$ cat src/rtl/ps2_host_tx_pkg.sv
// Shared types and constants for the PS/2 host transmitter and its line filter.
package ps2_pkg;

  typedef enum logic [2:0] {IDLE, INHIBIT, REQ, SHIFT, WAIT_IDLE, FAIL} state_e;

  typedef enum logic [1:0] {
    ERR_NONE     = 2'b00,
    ERR_START_TO = 2'b01,
    ERR_FRAME_TO = 2'b10,
    ERR_NACK     = 2'b11
  } err_e;

  localparam logic [7:0] CMD_SET_LED = 8'hED;
  localparam logic [7:0] CMD_ENABLE  = 8'hF4;
  localparam logic [7:0] CMD_RESET   = 8'hFF;
  localparam logic [7:0] RSP_ACK     = 8'hFA;

  function automatic int max3(input int a, input int b, input int c);
    int m;
    m = (a > b) ? a : b;
    return (m > c) ? m : c;
  endfunction

endpackage

$ cat src/rtl/ps2_host_tx_if.sv
// Command handshake plus open-drain PS/2 line controls for the host transmitter.
interface ps2_host_tx_if;
  logic [7:0] tx_data;
  logic       tx_valid;
  logic       tx_ready;
  logic       tx_done;
  logic       tx_err;
  logic [1:0] err_code;
  logic       busy;
  logic       ps2_clk_in;
  logic       ps2_dat_in;
  logic       ps2_clk_oe;
  logic       ps2_dat_oe;

  modport master (
    output tx_data, tx_valid, ps2_clk_in, ps2_dat_in,
    input  tx_ready, tx_done, tx_err, err_code, busy, ps2_clk_oe, ps2_dat_oe
  );

  modport slave (
    input  tx_data, tx_valid, ps2_clk_in, ps2_dat_in,
    output tx_ready, tx_done, tx_err, err_code, busy, ps2_clk_oe, ps2_dat_oe
  );
endinterface

$ cat src/rtl/ps2_host_tx_line_filter.sv
// 2-FF synchronizers for PS/2 clock and data, plus a shift-register debouncer on the clock.
module ps2_line_filter #(
  parameter int FILTER_LEN = 16
) (
  input  logic clk,
  input  logic rst_n,
  input  logic clk_raw_i,
  input  logic dat_raw_i,
  output logic level_o,
  output logic fall_o,
  output logic rise_o,
  output logic dat_sync_o
);

  logic [1:0]            clk_sync_q, dat_sync_q;
  logic [FILTER_LEN-1:0] hist_q;
  logic                  level_q;
  logic                  all_one, all_zero;

  assign all_one  = &hist_q;
  assign all_zero = ~|hist_q;

  always_ff @(posedge clk or negedge rst_n) begin
    if (!rst_n) begin
      clk_sync_q <= 2'b11;
      dat_sync_q <= 2'b11;
      hist_q     <= '1;
      level_q    <= 1'b1;
    end else begin
      clk_sync_q <= {clk_sync_q[0], clk_raw_i};
      dat_sync_q <= {dat_sync_q[0], dat_raw_i};
      hist_q     <= {hist_q[FILTER_LEN-2:0], clk_sync_q[1]};
      if (all_one)       level_q <= 1'b1;
      else if (all_zero) level_q <= 1'b0;
    end
  end

  // Edge pulses fire in the cycle the history settles, one cycle ahead of level_o.
  assign level_o    = level_q;
  assign fall_o     = level_q & all_zero;
  assign rise_o     = ~level_q & all_one;
  assign dat_sync_o = dat_sync_q[1];

endmodule

$ cat src/rtl/ps2_host_tx.sv
// PS/2 host-to-device transmitter: request-to-send, bit shifting on device clock, ACK check.
module ps2_host_tx
  import ps2_pkg::*;
#(
  parameter int FILTER_LEN     = 16,
  parameter int INHIBIT_CYCLES = 5000,
  parameter int START_SETUP    = 50,
  parameter int START_TIMEOUT  = 750000,
  parameter int FRAME_TIMEOUT  = 100000
) (
  input  logic          c50,
  input  logic          reset_all,
  ps2_host_tx_if.slave  bus
);

  localparam int CW = $clog2(max3(INHIBIT_CYCLES, START_TIMEOUT, FRAME_TIMEOUT)) + 1;
  localparam logic [CW-1:0] INH_LAST   = CW'(INHIBIT_CYCLES - 1);
  localparam logic [CW-1:0] SETUP_AT   = CW'(INHIBIT_CYCLES - START_SETUP - 1);
  localparam logic [CW-1:0] START_LAST = CW'(START_TIMEOUT - 1);
  localparam logic [CW-1:0] FRAME_LAST = CW'(FRAME_TIMEOUT - 1);

  state_e          state_q, state_d;
  logic [CW-1:0]   cnt_q, cnt_d;
  logic [CW-1:0]   frame_q, frame_d;
  logic [3:0]      bit_q, bit_d;
  logic [7:0]      data_q, data_d;
  logic            par_q, par_d;
  logic            clk_oe_q, clk_oe_d;
  logic            dat_oe_q, dat_oe_d;
  logic            done_q, done_d;
  err_e            code_q, code_d;

  logic clk_level, clk_fall, dat_sync;

  ps2_line_filter #(.FILTER_LEN(FILTER_LEN)) u_filt (
    .clk        (c50),
    .rst_n      (reset_all),
    .clk_raw_i  (bus.ps2_clk_in),
    .dat_raw_i  (bus.ps2_dat_in),
    .level_o    (clk_level),
    .fall_o     (clk_fall),
    .rise_o     (),
    .dat_sync_o (dat_sync)
  );

  always_ff @(posedge c50 or negedge reset_all) begin
    if (!reset_all) begin
      state_q  <= IDLE;
      cnt_q    <= '0;
      frame_q  <= '0;
      bit_q    <= '0;
      data_q   <= '0;
      par_q    <= 1'b0;
      clk_oe_q <= 1'b0;
      dat_oe_q <= 1'b0;
      done_q   <= 1'b0;
      code_q   <= ERR_NONE;
    end else begin
      state_q  <= state_d;
      cnt_q    <= cnt_d;
      frame_q  <= frame_d;
      bit_q    <= bit_d;
      data_q   <= data_d;
      par_q    <= par_d;
      clk_oe_q <= clk_oe_d;
      dat_oe_q <= dat_oe_d;
      done_q   <= done_d;
      code_q   <= code_d;
    end
  end

  always_comb begin
    state_d  = state_q;
    cnt_d    = cnt_q;
    frame_d  = frame_q;
    bit_d    = bit_q;
    data_d   = data_q;
    par_d    = par_q;
    clk_oe_d = 1'b0;
    dat_oe_d = dat_oe_q;
    done_d   = 1'b0;
    code_d   = code_q;
    unique case (state_q)
      IDLE: begin
        dat_oe_d = 1'b0;
        if (bus.tx_valid) begin
          data_d   = bus.tx_data;
          par_d    = ~^bus.tx_data;
          code_d   = ERR_NONE;
          cnt_d    = '0;
          clk_oe_d = 1'b1;
          state_d  = INHIBIT;
        end
      end
      INHIBIT: begin
        clk_oe_d = 1'b1;
        cnt_d    = cnt_q + CW'(1);
        if (cnt_q >= SETUP_AT) dat_oe_d = 1'b1;
        if (cnt_q == INH_LAST) begin
          clk_oe_d = 1'b0;
          dat_oe_d = 1'b1;
          cnt_d    = '0;
          state_d  = REQ;
        end
      end
      REQ: begin
        cnt_d = cnt_q + CW'(1);
        if (clk_fall) begin
          dat_oe_d = ~data_q[0];
          bit_d    = 4'd1;
          frame_d  = '0;
          state_d  = SHIFT;
        end else if (cnt_q == START_LAST) begin
          dat_oe_d = 1'b0;
          code_d   = ERR_START_TO;
          state_d  = FAIL;
        end
      end
      SHIFT: begin
        frame_d = frame_q + CW'(1);
        if (frame_q == FRAME_LAST) begin
          dat_oe_d = 1'b0;
          code_d   = ERR_FRAME_TO;
          state_d  = FAIL;
        end else if (clk_fall) begin
          // bit_q counts falls already seen; fall 11 is the device ACK slot.
          if (bit_q == 4'd10) begin
            bit_d    = 4'd11;
            dat_oe_d = 1'b0;
            if (dat_sync) begin
              code_d  = ERR_NACK;
              state_d = FAIL;
            end else begin
              state_d = WAIT_IDLE;
            end
          end else begin
            bit_d = bit_q + 4'd1;
            if (bit_q <= 4'd7)      dat_oe_d = ~data_q[bit_q[2:0]];
            else if (bit_q == 4'd8) dat_oe_d = ~par_q;
            else                    dat_oe_d = 1'b0;
          end
        end
      end
      WAIT_IDLE: begin
        dat_oe_d = 1'b0;
        frame_d  = frame_q + CW'(1);
        if (frame_q == FRAME_LAST) begin
          code_d  = ERR_FRAME_TO;
          state_d = FAIL;
        end else if (clk_level && dat_sync) begin
          done_d  = 1'b1;
          state_d = IDLE;
        end
      end
      FAIL: begin
        dat_oe_d = 1'b0;
        state_d  = IDLE;
      end
      default: begin
        dat_oe_d = 1'b0;
        state_d  = IDLE;
      end
    endcase
  end

  assign bus.tx_ready   = (state_q == IDLE);
  assign bus.busy       = (state_q != IDLE);
  assign bus.tx_done    = done_q;
  assign bus.tx_err     = (state_q == FAIL);
  assign bus.err_code   = code_q;
  assign bus.ps2_clk_oe = clk_oe_q;
  assign bus.ps2_dat_oe = dat_oe_q;

endmodule

$ cat src/flat_wrapper.sv
// flat-port wrapper written by rule: the top's interface ports become plain ports
module ps2_host_tx_flat import ps2_pkg::*;
#(
  parameter int FILTER_LEN     = 16,
  parameter int INHIBIT_CYCLES = 5000,
  parameter int START_SETUP    = 50,
  parameter int START_TIMEOUT  = 750000,
  parameter int FRAME_TIMEOUT  = 100000
)
  (c50, reset_all, bus_tx_data, bus_tx_valid, bus_ps2_clk_in, bus_ps2_dat_in, bus_tx_ready, bus_tx_done, bus_tx_err, bus_err_code, bus_busy, bus_ps2_clk_oe, bus_ps2_dat_oe);
  ps2_host_tx_if bus_i ();
  input  logic c50;
  input  logic reset_all;
  input wire logic [$bits(bus_i.tx_data)-1:0] bus_tx_data;
  input wire logic [$bits(bus_i.tx_valid)-1:0] bus_tx_valid;
  input wire logic [$bits(bus_i.ps2_clk_in)-1:0] bus_ps2_clk_in;
  input wire logic [$bits(bus_i.ps2_dat_in)-1:0] bus_ps2_dat_in;
  output wire logic [$bits(bus_i.tx_ready)-1:0] bus_tx_ready;
  output wire logic [$bits(bus_i.tx_done)-1:0] bus_tx_done;
  output wire logic [$bits(bus_i.tx_err)-1:0] bus_tx_err;
  output wire logic [$bits(bus_i.err_code)-1:0] bus_err_code;
  output wire logic [$bits(bus_i.busy)-1:0] bus_busy;
  output wire logic [$bits(bus_i.ps2_clk_oe)-1:0] bus_ps2_clk_oe;
  output wire logic [$bits(bus_i.ps2_dat_oe)-1:0] bus_ps2_dat_oe;
  assign bus_i.tx_data = bus_tx_data;
  assign bus_i.tx_valid = bus_tx_valid;
  assign bus_i.ps2_clk_in = bus_ps2_clk_in;
  assign bus_i.ps2_dat_in = bus_ps2_dat_in;
  assign bus_tx_ready = bus_i.tx_ready;
  assign bus_tx_done = bus_i.tx_done;
  assign bus_tx_err = bus_i.tx_err;
  assign bus_err_code = bus_i.err_code;
  assign bus_busy = bus_i.busy;
  assign bus_ps2_clk_oe = bus_i.ps2_clk_oe;
  assign bus_ps2_dat_oe = bus_i.ps2_dat_oe;
  ps2_host_tx #(.FILTER_LEN(FILTER_LEN), .INHIBIT_CYCLES(INHIBIT_CYCLES), .START_SETUP(START_SETUP), .START_TIMEOUT(START_TIMEOUT), .FRAME_TIMEOUT(FRAME_TIMEOUT)) u_core (.c50(c50), .reset_all(reset_all), .bus(bus_i));
endmodule
$ cat config.mk
export PLATFORM = sky130hd
export DESIGN_NAME = ps2_host_tx_flat
export DESIGN_NICKNAME = d
export VERILOG_FILES = /design/src/rtl/ps2_host_tx_pkg.sv /design/src/rtl/ps2_host_tx_if.sv /design/src/rtl/ps2_host_tx_line_filter.sv /design/src/rtl/ps2_host_tx.sv /design/src/flat_wrapper.sv
export SDC_FILE = /design/constraint.sdc
export NUM_CORES = 1
export LEC_CHECK = 0
export ABC_AREA = 1
export BUFFER_PORTS_ARGS = -buffer_cell sky130_fd_sc_hd__buf_2
export CORE_MARGIN = 2
export CORE_UTILIZATION = 45
export DETAILED_ROUTE_END_ITERATION = 6
export PLACE_DENSITY = 0.72
export SYNTH_ARGS = -nofsm -noshare
export SYNTH_HDL_FRONTEND = slang
export SYNTH_SLANG_ARGS = --single-unit
$ cat constraint.sdc
create_clock -name c50 -period 5.3 [get_ports c50]
set_clock_uncertainty 0.1 [all_clocks]
set_input_delay 0.53 -clock c50 [delete_from_list [all_inputs] [get_ports c50]]
set_output_delay 0.53 -clock c50 [all_outputs]
set_load 0.01 [all_outputs]
==> out/qor.csv, run 1 <==
stage,metric,value,unit
timing,Final Max Tran Viols,0,
clock_network,post-CTS sizing,0,
drt,vias,4097,
placed_design,dpl hpwl,7760,µm
power_and_ir_drop,peak supply drop,226,µV
global_routing,GRT overflow,0,
worst_setup_path,Critical Path AT,1.47,ns
worst_setup_path,"reg-to-reg slack, setup",3.22,ns
clock_network,Post-CTS Setup Bufs,0,
synth,Mean Syn Cell Area,7.97,µm²
synth,Post-Syn Nets,642,
global_routing,first-pass GRT wire length,18300,µm
finish,fin nets,664,
power_and_ir_drop,Cell Pwr Density,257,nW/µm²
finish,final cell count without fillers,790,
floorplanning,DIE WIDTH,109,µm
placed_design,"worst slack, placed",3.24,ns
timing,Tmin final,2.10,ns
clock_network,clock buffer depth,2,
synth,Post-synth top cells,"nand2_1 (136), nor2_1 (88), inv_1 (70)",
worst_setup_path,Setup crit end kind,output port,
worst_setup_path,Critical Path RT,4.67,ns
finish,filler instances,1004,
synth,Netlist cell types,41,
synth,synth top area cells,"dfrtp_1 (32%), dfstp_2 (11%), nand2_1 (10%)",
floorplanning,Std-Cell Rows,38,
floorplanning,Core ar.,10800,µm²
global_routing,vias in the first global route,3935,
floorplanning,chip height,109,µm
floorplanning,starting density of the core,0.460,
synth,yosys warns,0,
hold_path,Hold Path Class,in -> reg,
synth,top-count cell post-synth,nand2_1,
worst_setup_path,worst setup path startpoint,u_core.state_q[0],
drt,met1 wire length,4950,µm
global_routing,GRT Overall Usage,0.195,
drt,metal3 WL,431,µm
worst_setup_path,Critical R2R Launch,u_core.state_q[0],
floorplanning,Ports,21,
finish,share of layout cells above drive strength 1,0.171,
drt,final antenna-violating net count,0,
drt,Routed WL,10600,µm
synth,Post-synth top flop,dfrtp_1,
timing,Max Clock Freq,0.476,GHz
drt,Pre-antenna DRT Iters,4,
drt,met2 wire len,4960,µm
synth,share of the synthesized area in the top cell type,0.318,
synth,ys async rst share,1.00,
clock_network,CTS tree,done,
placed_design,Port Buf Inserts,20,
synth,Synth area leader,dfrtp_1,
status,outcome,completed,
clock_network,clock sinks,84,
worst_setup_path,Startpoint Class,flop,
timing,Slew @ Worst Pin,1.02,ns
placed_design,DP Cell Count,774,
finish,multi-input logic area,2460,µm²
timing,"Hold Vio Cnt, Final",0,
clock_network,Max H-tree Level,3,
drt,DR iter-0 viols,221,
timing,post-route setup slack,3.20,ns
worst_setup_path,Critical Path Fanout Max,6,
placed_design,gpl congestion,0.933,
run,MaxCap Viol Count,0,
clock_network,clk_lat worst skew,0.37,ns
timing,RSZ-0062 raised after global routing,false,
global_routing,largest net degree at the start of global routing,85,
clock_network,clk slew on worst S/H paths,0.08,ns
finish,Seq. cell area,2130,µm²
timing,Final period util,0.396,
drt,uppermost routed layer,met4,
clock_network,# hold bufs at CTS,0,
synth,Yosys reg bits,84,
drt,number of remaining DRC errors,0,
global_routing,initial antenna violation count,0,
worst_setup_path,WS Path Type,reg -> out,
timing,Rel. slew slack,0.317,
worst_setup_path,Critical R2R Capture,u_core.cnt_q[4],
drt,Routed WL per cell,13.4,µm
worst_setup_path,R2R cell count,6,
synth,sequential area share after synthesis,0.429,
drt,Vias/cell,5.19,
power_and_ir_drop,Pleak,2.56,nW
timing,Final setup viols,0,
synth,synthesized area,4960,µm²
clock_network,Root Buffer,clkbuf_8,
synth,post-synthesis instance total,623,
timing,setup TNS,0,ns
finish,diode count,0,
finish,Area Growth Syn to Fin,7.94,%
clock_network,total CTS buffers,9,
synth,number of synthesized flops with an enable pin,0,
worst_setup_path,Worst Setup EP,bus_busy,
floorplanning,Die Area,11900,µm²
[report_power, final]
part	switching, mW	internal (mW)
Clock	0.249	0.202
Sequential	0.0494	0.687
Combinational	0.121	0.0694
Total	0.420	0.959
[worst max-delay path: stages (launching register included)]
cell and delay [ns]:
dfrtp_1 0.48, nor2_2 0.24, inv_2 0.10, nor2_4 0.12, inv_1 0.04, buf_2 0.13
[area by class of cell]
class	instances	share of cell area
clock inverter	6	0.00817
sequential	84	0.397
inverter	81	0.0567
timing repair buffer	20	0.0191
clock buffer	10	0.0278
multi-input combinational	449	0.458
tap	140	0.0327
[logic make-up (layout without fill, tap and decap cells)]
| group | Yosys count | count (layout) | share of synthesized area |
|---|---|---|---|
| AOI/OAI and AO/OA | 53 | 53 | 0.0628 |
| xor gates and xnor gates | 29 | 29 | 0.0512 |
| adders and majority gates | 6 | 6 | 0.0151 |
| buffers and inverters | 90 | 117 | 0.0766 |
| DFF | 84 | 84 | 0.429 |
| muxes | 7 | 7 | 0.0197 |
| and+or+nand+nor | 354 | 354 | 0.346 |
[per-stage QoR]
stage / util / hold slack, ns / instance area, µm² / power, mW
3_5_place_dp: 0.479 / 0.250 / 5170 / 0.936
4_1_cts: 0.497 / 0.140 / 5360 / 1.39
6_report: 0.497 / 0.157 / 5360 / 1.38
3_3_place_gp: 0.479 / 0.246 / 5170 / 0.927
5_1_grt: 0.497 / 0.152 / 5360 / 1.44
2_1_floorplan: - / 0.134 / 4960 / 0.874
[sequential cells by signal (all words and copies together), names as in the netlist]
signal	flops
u_core.frame_q	21
u_core.bus.ps2_clk_oe	1
u_core.u_filt.clk_sync_q	2
u_core.cnt_q	21
u_core.state_q	3
u_core.bus.ps2_dat_oe	1
u_core.bus.tx_done	1
u_core.bit_q	4
u_core.u_filt.dat_sync_q	2
u_core.bus.err_code	2
u_core.par_q	1
u_core.u_filt.hist_q	16
u_core.u_filt.level_o	1
u_core.data_q	8
[cells in the final DEF, fill, tap and decap left out, types with 5 or more instances in the layout]
cell,n
nand2_1,136
nor2_1,88
inv_1,70
dfrtp_1,63
nand3_1,56
o21ai_0,25
dfstp_2,21
xor2_1,20
buf_2,19
nor3_1,18
nand4_1,11
o22ai_1,11
inv_2,10
xnor2_1,9
clkbuf_8,9
nor2_2,8
o211ai_1,7
a21oi_1,7
nand2_2,6
ha_1,6
nand3_2,5
mux2_4,5
[metal layers]
| metal | up-vias | GRT usage |
|---|---|---|
| li1 | 2052 | - |
| met1 | 1915 | 0.270 |
| met2 | 114 | 0.310 |
| met3 | 16 | 0.0203 |
| met4 | 0 | 0.0833 |
| met5 | - | 0 |
[worst min-delay path by stage]
stage	startpoint	end	slack, ns	cells after the start
4_1_cts	bus_ps2_clk_in	u_core.u_filt.clk_sync_q[0]	0.14	1
5_1_grt	bus_ps2_dat_in	u_core.u_filt.dat_sync_q[0]	0.15	1
6_report	bus_ps2_clk_in	u_core.u_filt.clk_sync_q[0]	0.16	1
3_5_place_dp	u_core.u_filt.dat_sync_q[0]	u_core.u_filt.dat_sync_q[1]	0.25	0
2_1_floorplan	reset_all	u_core.bit_q[0]	0.13	0
3_3_place_gp	u_core.u_filt.dat_sync_q[0]	u_core.u_filt.dat_sync_q[1]	0.25	0
No activity file was read; power rests on OpenSTA's default activity.
==> run 2: changes to the inputs <==
--- a/config.mk
+++ b/config.mk
@@ -10,7 +10,7 @@
 export CORE_MARGIN = 2
 export CORE_UTILIZATION = 45
 export DETAILED_ROUTE_END_ITERATION = 6
-export PLACE_DENSITY = 0.72
+export PLACE_DENSITY = 0.75
 export SYNTH_ARGS = -nofsm -noshare
 export SYNTH_HDL_FRONTEND = slang
 export SYNTH_SLANG_ARGS = --single-unit
==> constraint.sdc (replaced) <==
create_clock -name c50 -period 1.8 [get_ports c50]
set_clock_uncertainty 0.1 [all_clocks]
set_input_delay 0.18 -clock c50 [delete_from_list [all_inputs] [get_ports c50]]
set_output_delay 0.18 -clock c50 [all_outputs]
set_load 0.01 [all_outputs]
==> out/qor.csv, run 2 (synthesized netlist as in run 1, its figures left out) <==
stage,metric,value,unit,change
status,outcome,completed,,unchanged
power_and_ir_drop,Cell Pwr Density,747,nW/µm²,was 257 nW/µm²
drt,number of remaining DRC errors,0,,unchanged
global_routing,GRT Overall Usage,0.222,,was 0.195
finish,"most common cell after layout, fill and taps aside",nand2_1,,unchanged
timing,"Hold Vio Cnt, Final",0,,unchanged
power_and_ir_drop,clock power share,0.367,,was 0.327
finish,diode count,0,,unchanged
clock_network,CTS tree,done,,unchanged
clock_network,total CTS buffers,9,,unchanged
finish,Top Registers,"u_core.cnt_q x21, u_core.frame_q x21, u_core.u_filt.hist_q x16",,unchanged
run,MaxCap Viol Count,0,,unchanged
floorplanning,DIE WIDTH,109,µm,unchanged
worst_setup_path,Critical Path RT,2.00,ns,was 4.67 ns
clock_network,Root Buffer,clkbuf_8,,unchanged
power_and_ir_drop,Power Total,4.56,mW,was 1.38 mW
global_routing,vias in the first global route,4431,,"was 3,935"
timing,Tmin final,1.76,ns,
global_routing,initial antenna violation count,0,,unchanged
timing,RSZ-0062 raised after global routing,true,,was false
worst_setup_path,Setup crit end kind,flop,,was output port
timing,Slew @ Worst Pin,0.476,ns,was 1.02 ns
drt,Routed WL,12700,µm,"was 10,600 µm"
floorplanning,Core ar.,10800,µm²,unchanged
power_and_ir_drop,Cell Int Power,3.23,mW,was 959 µW
placed_design,Placed Area,5450,µm²,was 5170 µm²
floorplanning,starting density of the core,0.460,,unchanged
hold_path,Hold Path Class,in -> reg,,unchanged
timing,Final setup viols,0,,unchanged
worst_setup_path,WS Path Type,reg -> reg,,was reg -> out
timing,Rel. slew slack,0.683,,was 0.317
power_and_ir_drop,Psw,1.33,mW,was 420 µW
clock_network,Max H-tree Level,3,,unchanged
floorplanning,chip height,109,µm,unchanged
worst_setup_path,Critical Path Fanout Max,10,,was 6
drt,Pre-antenna DRT Iters,5,,was 4
global_routing,first-pass GRT wire length,20600,µm,"was 18,300 µm"
clock_network,clock sinks,84,,unchanged
finish,share of layout cells above drive strength 1,0.269,,was 0.171
power_and_ir_drop,combinational power share,0.156,,was 0.138
placed_design,gpl congestion,0.958,,was 0.933
drt,Routed WL per cell,14.9,µm,was 13.4 µm
power_and_ir_drop,Pleak,2.89,nW,was 2.56 nW
worst_setup_path,Critical Path AT,1.97,ns,was 1.47 ns
floorplanning,Ports,21,,unchanged
drt,Vias/cell,5.39,,was 5.19
finish,fin nets,724,,was 664
drt,DR iter-0 viols,282,,was 221
clock_network,clk slew on worst S/H paths,0.09,ns,was 0.08 ns
finish,most frequent cells in the layout,"nand2_1 (135), nor2_1 (77), inv_1 (68), dfrtp_1 (57), nand3_1 (51)",,"was nand2_1 (136), nor2_1 (88), inv_1 (70), dfrtp_1 (63), nand3_1 (56)"
power_and_ir_drop,peak supply drop,451,µV,was 226 µV
placed_design,dpl hpwl,9090,µm,was 7760 µm
power_and_ir_drop,sequential share of power,0.477,,was 0.534
timing,Max Clock Freq,0.567,GHz,
placed_design,Port Buf Inserts,20,,unchanged
global_routing,GRT overflow,0,,unchanged
worst_setup_path,Startpoint Class,flop,,unchanged
finish,post-route design area,6100,µm²,was 5360 µm²
global_routing,largest net degree at the start of global routing,35,,was 85
clock_network,clock buffer depth,2,,unchanged
floorplanning,Std-Cell Rows,38,,unchanged
drt,vias,4585,,"was 4,097"
floorplanning,Die Area,11900,µm²,unchanged
clock_network,clk_lat worst skew,0.38,ns,was 0.37 ns
timing,Final Max Tran Viols,0,,unchanged
timing,Final period util,0.980,,
power_and_ir_drop,sw frac,0.291,,was 0.305
finish,Area Growth Syn to Fin,22.8,%,was 7.94%
drt,final antenna-violating net count,0,,unchanged
finish,"Core Util, Final",0.565,,was 0.497
-- run 2: metal layers --
| metal | global-route usage | vias to the layer above | share of wire |
|---|---|---|---|
| li1 | - | 2178 | - |
| met1 | 0.286 | 2204 | 0.43 |
| met2 | 0.367 | 166 | 0.49 |
| met3 | 0.0418 | 37 | 0.055 |
| met4 | 0.0897 | 0 | 0.029 |
| met5 | 0 | - | 0 |
-- run 2: area by class of cell --
| cell class | count | area (µm²) |
|---|---|---|
| inverter | 81 | 304 |
| clock buffer | 11 | 163 |
| timing repair buffer | 80 | 626 |
| multi-input combinational | 449 | 2610 |
| sequential | 84 | 2140 |
| tap | 140 | 175 |
| fill | 924 | 4700 |
| clock inverter | 5 | 86.3 |
-- run 2: worst paths after layout --
check	startpoint	endpoint	slack, ns	depth (start not counted)
setup reg to reg	u_core.state_q[1]	u_core.frame_q[20]	0.04	9
setup / recovery	u_core.state_q[1]	u_core.frame_q[20]	0.04	9
hold reg to reg	u_core.u_filt.clk_sync_q[1]	u_core.u_filt.hist_q[0]	0.26	0
min in group asynchronous	reset_all	u_core.state_q[0]	0.22	2
hold / removal	bus_tx_valid	u_core.bus.ps2_clk_oe	0.14	3
max in group asynchronous	reset_all	u_core.u_filt.hist_q[15]	0.74	3
-- run 2: critical path: stages, from the launching register on --
cell and delay, ns:
dfrtp_2 0.46, buf_6 0.13, nor2_4 0.13, inv_2 0.08
nor2_4 0.22, nor2_8 0.07, buf_12 0.15, nor4_4 0.19
nand2_1 0.08, o21ai_1 0.08
-- run 2: repair_timing --
action                                  CTS  global route
hold buffers                             11             0
pin swaps                                 0             6
gates resized for setup                   1            45
endpoints found under the setup margin    3            46
endpoints found under the hold margin    27             0
buffers inserted                          1            14
-- run 2: per-stage QoR --
step	setup WS (ns)	cells	hold WS, ns	TNS [ns]
final	0.0364	850	0.144	0
after global placement	0.0552	808	0.0735	0
after CTS	0.00961	836	0.138	0
after floorplan	0.106	623	-0.216	0
after global routing	-0.0536	850	0.195	-0.450
after detailed placement	0.0177	808	0.0780	0
-- run 2: power by group through the flow --
stage / clock network [mW] / logic [mW] / registers [mW]
3_3_place_gp: 0 / 0.592 / 2.19
6_report: 1.67 / 0.710 / 2.17
4_1_cts: 1.69 / 0.640 / 2.16
5_1_grt: 1.78 / 0.786 / 2.18
3_5_place_dp: 0 / 0.618 / 2.19
2_1_floorplan: 0 / 0.411 / 2.16
==> run 3: changes to the inputs <==
--- a/config.mk
+++ b/config.mk
@@ -7,10 +7,12 @@
 export LEC_CHECK = 0
 export ABC_AREA = 1
 export BUFFER_PORTS_ARGS = -buffer_cell sky130_fd_sc_hd__buf_2
+export CELL_PAD_IN_SITES_DETAIL_PLACEMENT = 2
+export CELL_PAD_IN_SITES_GLOBAL_PLACEMENT = 2
 export CORE_MARGIN = 2
-export CORE_UTILIZATION = 45
+export CORE_UTILIZATION = 34
 export DETAILED_ROUTE_END_ITERATION = 6
-export PLACE_DENSITY = 0.75
+export PLACE_DENSITY_LB_ADDON = 0.1
 export SYNTH_ARGS = -nofsm -noshare
 export SYNTH_HDL_FRONTEND = slang
 export SYNTH_SLANG_ARGS = --single-unit
==> out/qor.csv, run 3 (synthesized netlist as in run 1, its figures left out) <==
stage,metric,value,unit,change
floorplanning,chip height,125,µm,was 109 µm
timing,Tmin final,1.82,ns,was 1.76 ns
finish,fin nets,748,,was 724
global_routing,largest net degree at the start of global routing,28,,was 35
timing,setup TNS,-0.0249,ns,was 0 ns
floorplanning,Core ar.,14400,µm²,"was 10,800 µm²"
power_and_ir_drop,peak supply drop,493,µV,was 451 µV
finish,most frequent cells in the layout,"nand2_1 (126), nor2_1 (69), buf_4 (69), inv_1 (67)",,"was nand2_1 (135), nor2_1 (77), inv_1 (68), dfrtp_1 (57), nand3_1 (51)"
worst_setup_path,Setup crit end kind,flop,,unchanged
timing,Slew @ Worst Pin,0.361,ns,was 0.476 ns
finish,share of layout cells above drive strength 1,0.334,,was 0.269
clock_network,Root Buffer,clkbuf_16,,was clkbuf_8
hold_path,Hold Path Class,in -> reg,,unchanged
floorplanning,Die Area,15600,µm²,"was 11,900 µm²"
drt,Vias/cell,5.06,,was 5.39
run,MaxCap Viol Count,0,,unchanged
clock_network,clk_lat worst skew,0.35,ns,was 0.38 ns
finish,Seq. cell area,2140,µm²,about the same
placed_design,Port Buf Inserts,20,,unchanged
power_and_ir_drop,Cell Pwr Density,772,nW/µm²,was 747 nW/µm²
global_routing,vias in the first global route,5139,,"was 4,431"
drt,Routed WL,17900,µm,"was 12,700 µm"
drt,Routed WL per cell,19.5,µm,was 14.9 µm
drt,vias,4643,,"was 4,585"
floorplanning,Std-Cell Rows,44,,was 38
finish,final cell count without fillers,918,,was 850
timing,post-route setup slack,-0.0249,ns,was 0.0364 ns
timing,"Hold Vio Cnt, Final",0,,unchanged
drt,DR iter-0 viols,163,,was 282
status,failing checks,setup timing,,
worst_setup_path,Critical Path RT,1.98,ns,was 2.00 ns
timing,Final setup viols,1,,was 0
power_and_ir_drop,Power Total,5.06,mW,was 4.56 mW
timing,Final period util,1.01,,was 0.980
clock_network,total CTS buffers,9,,unchanged
finish,Top Registers,"u_core.cnt_q x21, u_core.frame_q x21, u_core.u_filt.hist_q x16",,unchanged
finish,diode count,0,,unchanged
timing,Max Clock Freq,0.548,GHz,was 0.567 GHz
power_and_ir_drop,Pleak,3.06,nW,was 2.89 nW
floorplanning,starting density of the core,0.344,,was 0.460
worst_setup_path,Startpoint Class,flop,,unchanged
worst_setup_path,R2R cell count,8,,was 9
timing,Rel. slew slack,0.756,,was 0.683
clock_network,clock buffer depth,2,,unchanged
global_routing,GRT overflow,0,,unchanged
floorplanning,Ports,21,,unchanged
global_routing,first-pass GRT wire length,27700,µm,"was 20,600 µm"
timing,RSZ-0062 raised after global routing,true,,unchanged
worst_setup_path,Critical Path AT,2.01,ns,was 1.97 ns
finish,filler instances,1601,,was 924
clock_network,clk slew on worst S/H paths,0.07,ns,was 0.09 ns
placed_design,dpl hpwl,12400,µm,was 9090 µm
status,outcome,"complete, but fails checks",,was completed
worst_setup_path,Critical Path Fanout Max,4,,was 10
worst_setup_path,WS Path Type,reg -> reg,,unchanged
clock_network,clock sinks,84,,unchanged
placed_design,gpl congestion,0.823,,was 0.958
drt,final antenna-violating net count,0,,unchanged
worst_setup_path,"reg-to-reg slack, setup",-0.02,ns,was 0.04 ns
timing,Final Max Tran Viols,0,,unchanged
placed_design,DP Cell Count,871,,was 808
floorplanning,DIE WIDTH,125,µm,was 109 µm
drt,number of remaining DRC errors,0,,unchanged
drt,Pre-antenna DRT Iters,7,,was 5
hold_path,hold path depth,3,,unchanged
clock_network,Max H-tree Level,3,,unchanged
finish,multi-input logic area,2750,µm²,was 2610 µm²
finish,Area Growth Syn to Fin,32.0,%,was 22.8%
clock_network,CTS tree,done,,unchanged
finish,"most common cell after layout, fill and taps aside",nand2_1,,unchanged
global_routing,GRT Overall Usage,0.224,,was 0.222
global_routing,initial antenna violation count,0,,unchanged
## run 3: changes by cell type in the layout (fill, tap and decap cells not counted), moves of 7 or more
cell	change
clkbuf_8	-10
nand2_1	-9
buf_4	+24
inv_4	+7
clkbuf_16	+10
nor2_1	-8
## run 3: final cells by class
cell class	instances	share of cell area
Sequential cell	84	0.327
Clock buffer	11	0.0420
Multi-Input combinational cell	449	0.420
Tap cell	184	0.0351
Clock inverter	5	0.00515
Timing Repair Buffer	104	0.123
Inverter	81	0.0475
## run 3: final timing paths
kind	startpoint	end
worst max-delay path	u_core.frame_q[0]	u_core.frame_q[16]
worst min-delay path	bus_tx_data[0]	u_core.data_q[0]
worst max register to register	u_core.frame_q[0]	u_core.frame_q[16]
worst min register to register	u_core.u_filt.clk_sync_q[1]	u_core.u_filt.hist_q[0]
max in group asynchronous	reset_all	u_core.u_filt.hist_q[0]
min in group asynchronous	reset_all	u_core.cnt_q[5]
## run 3: critical path: stages (launching register included)
cell and delay (ns):
dfrtp_1 0.42, ha_4 0.17, nand3_4 0.12, inv_1 0.12, nand3_1 0.18, buf_4 0.21
nor3_1 0.18, o21ai_0 0.12, nor2_1 0.12
## run 3: power by group
group / switching (mW) / internal (mW)
Sequential: 0.154 / 2.03
Clock: 0.876 / 1.11
Combinational: 0.520 / 0.367
## run 3: stage by stage
step	util	hold WS, ns	worst slack, ns	cell area, µm²
6_report	0.454	0.0670	-0.0249	6550
5_1_grt	0.454	0.0495	-0.143	6550
4_1_cts	0.428	0.0146	0.000342	6180
3_5_place_dp	0.392	0.0127	-0.0445	5660
3_3_place_gp	0.392	0.00561	0.0251	5660
2_1_floorplan	-	-0.216	0.106	4960
## run 3: timing repair
| action | in CTS | in global routing |
|---|---|---|
| setup endpoints to repair | 21 | 57 |
| hold buffers | 10 | 0 |
| gates cloned | 0 | 0 |
| resized for setup | 17 | 77 |
| pin swaps | 7 | 11 |
| setup buffers | 8 | 13 |
| hold endpoints to repair | 57 | 0 |
## run 3: metal layers
metal	vias up	wire length [µm]	part of all wire	GRT usage
met2	34	9560	0.53	0.402
met3	12	317	0.018	0.0425
met1	2374	7930	0.44	0.285
met4	0	127	0.0071	0.0399
li1	2223	-	-	-
met5	-	0	0	0
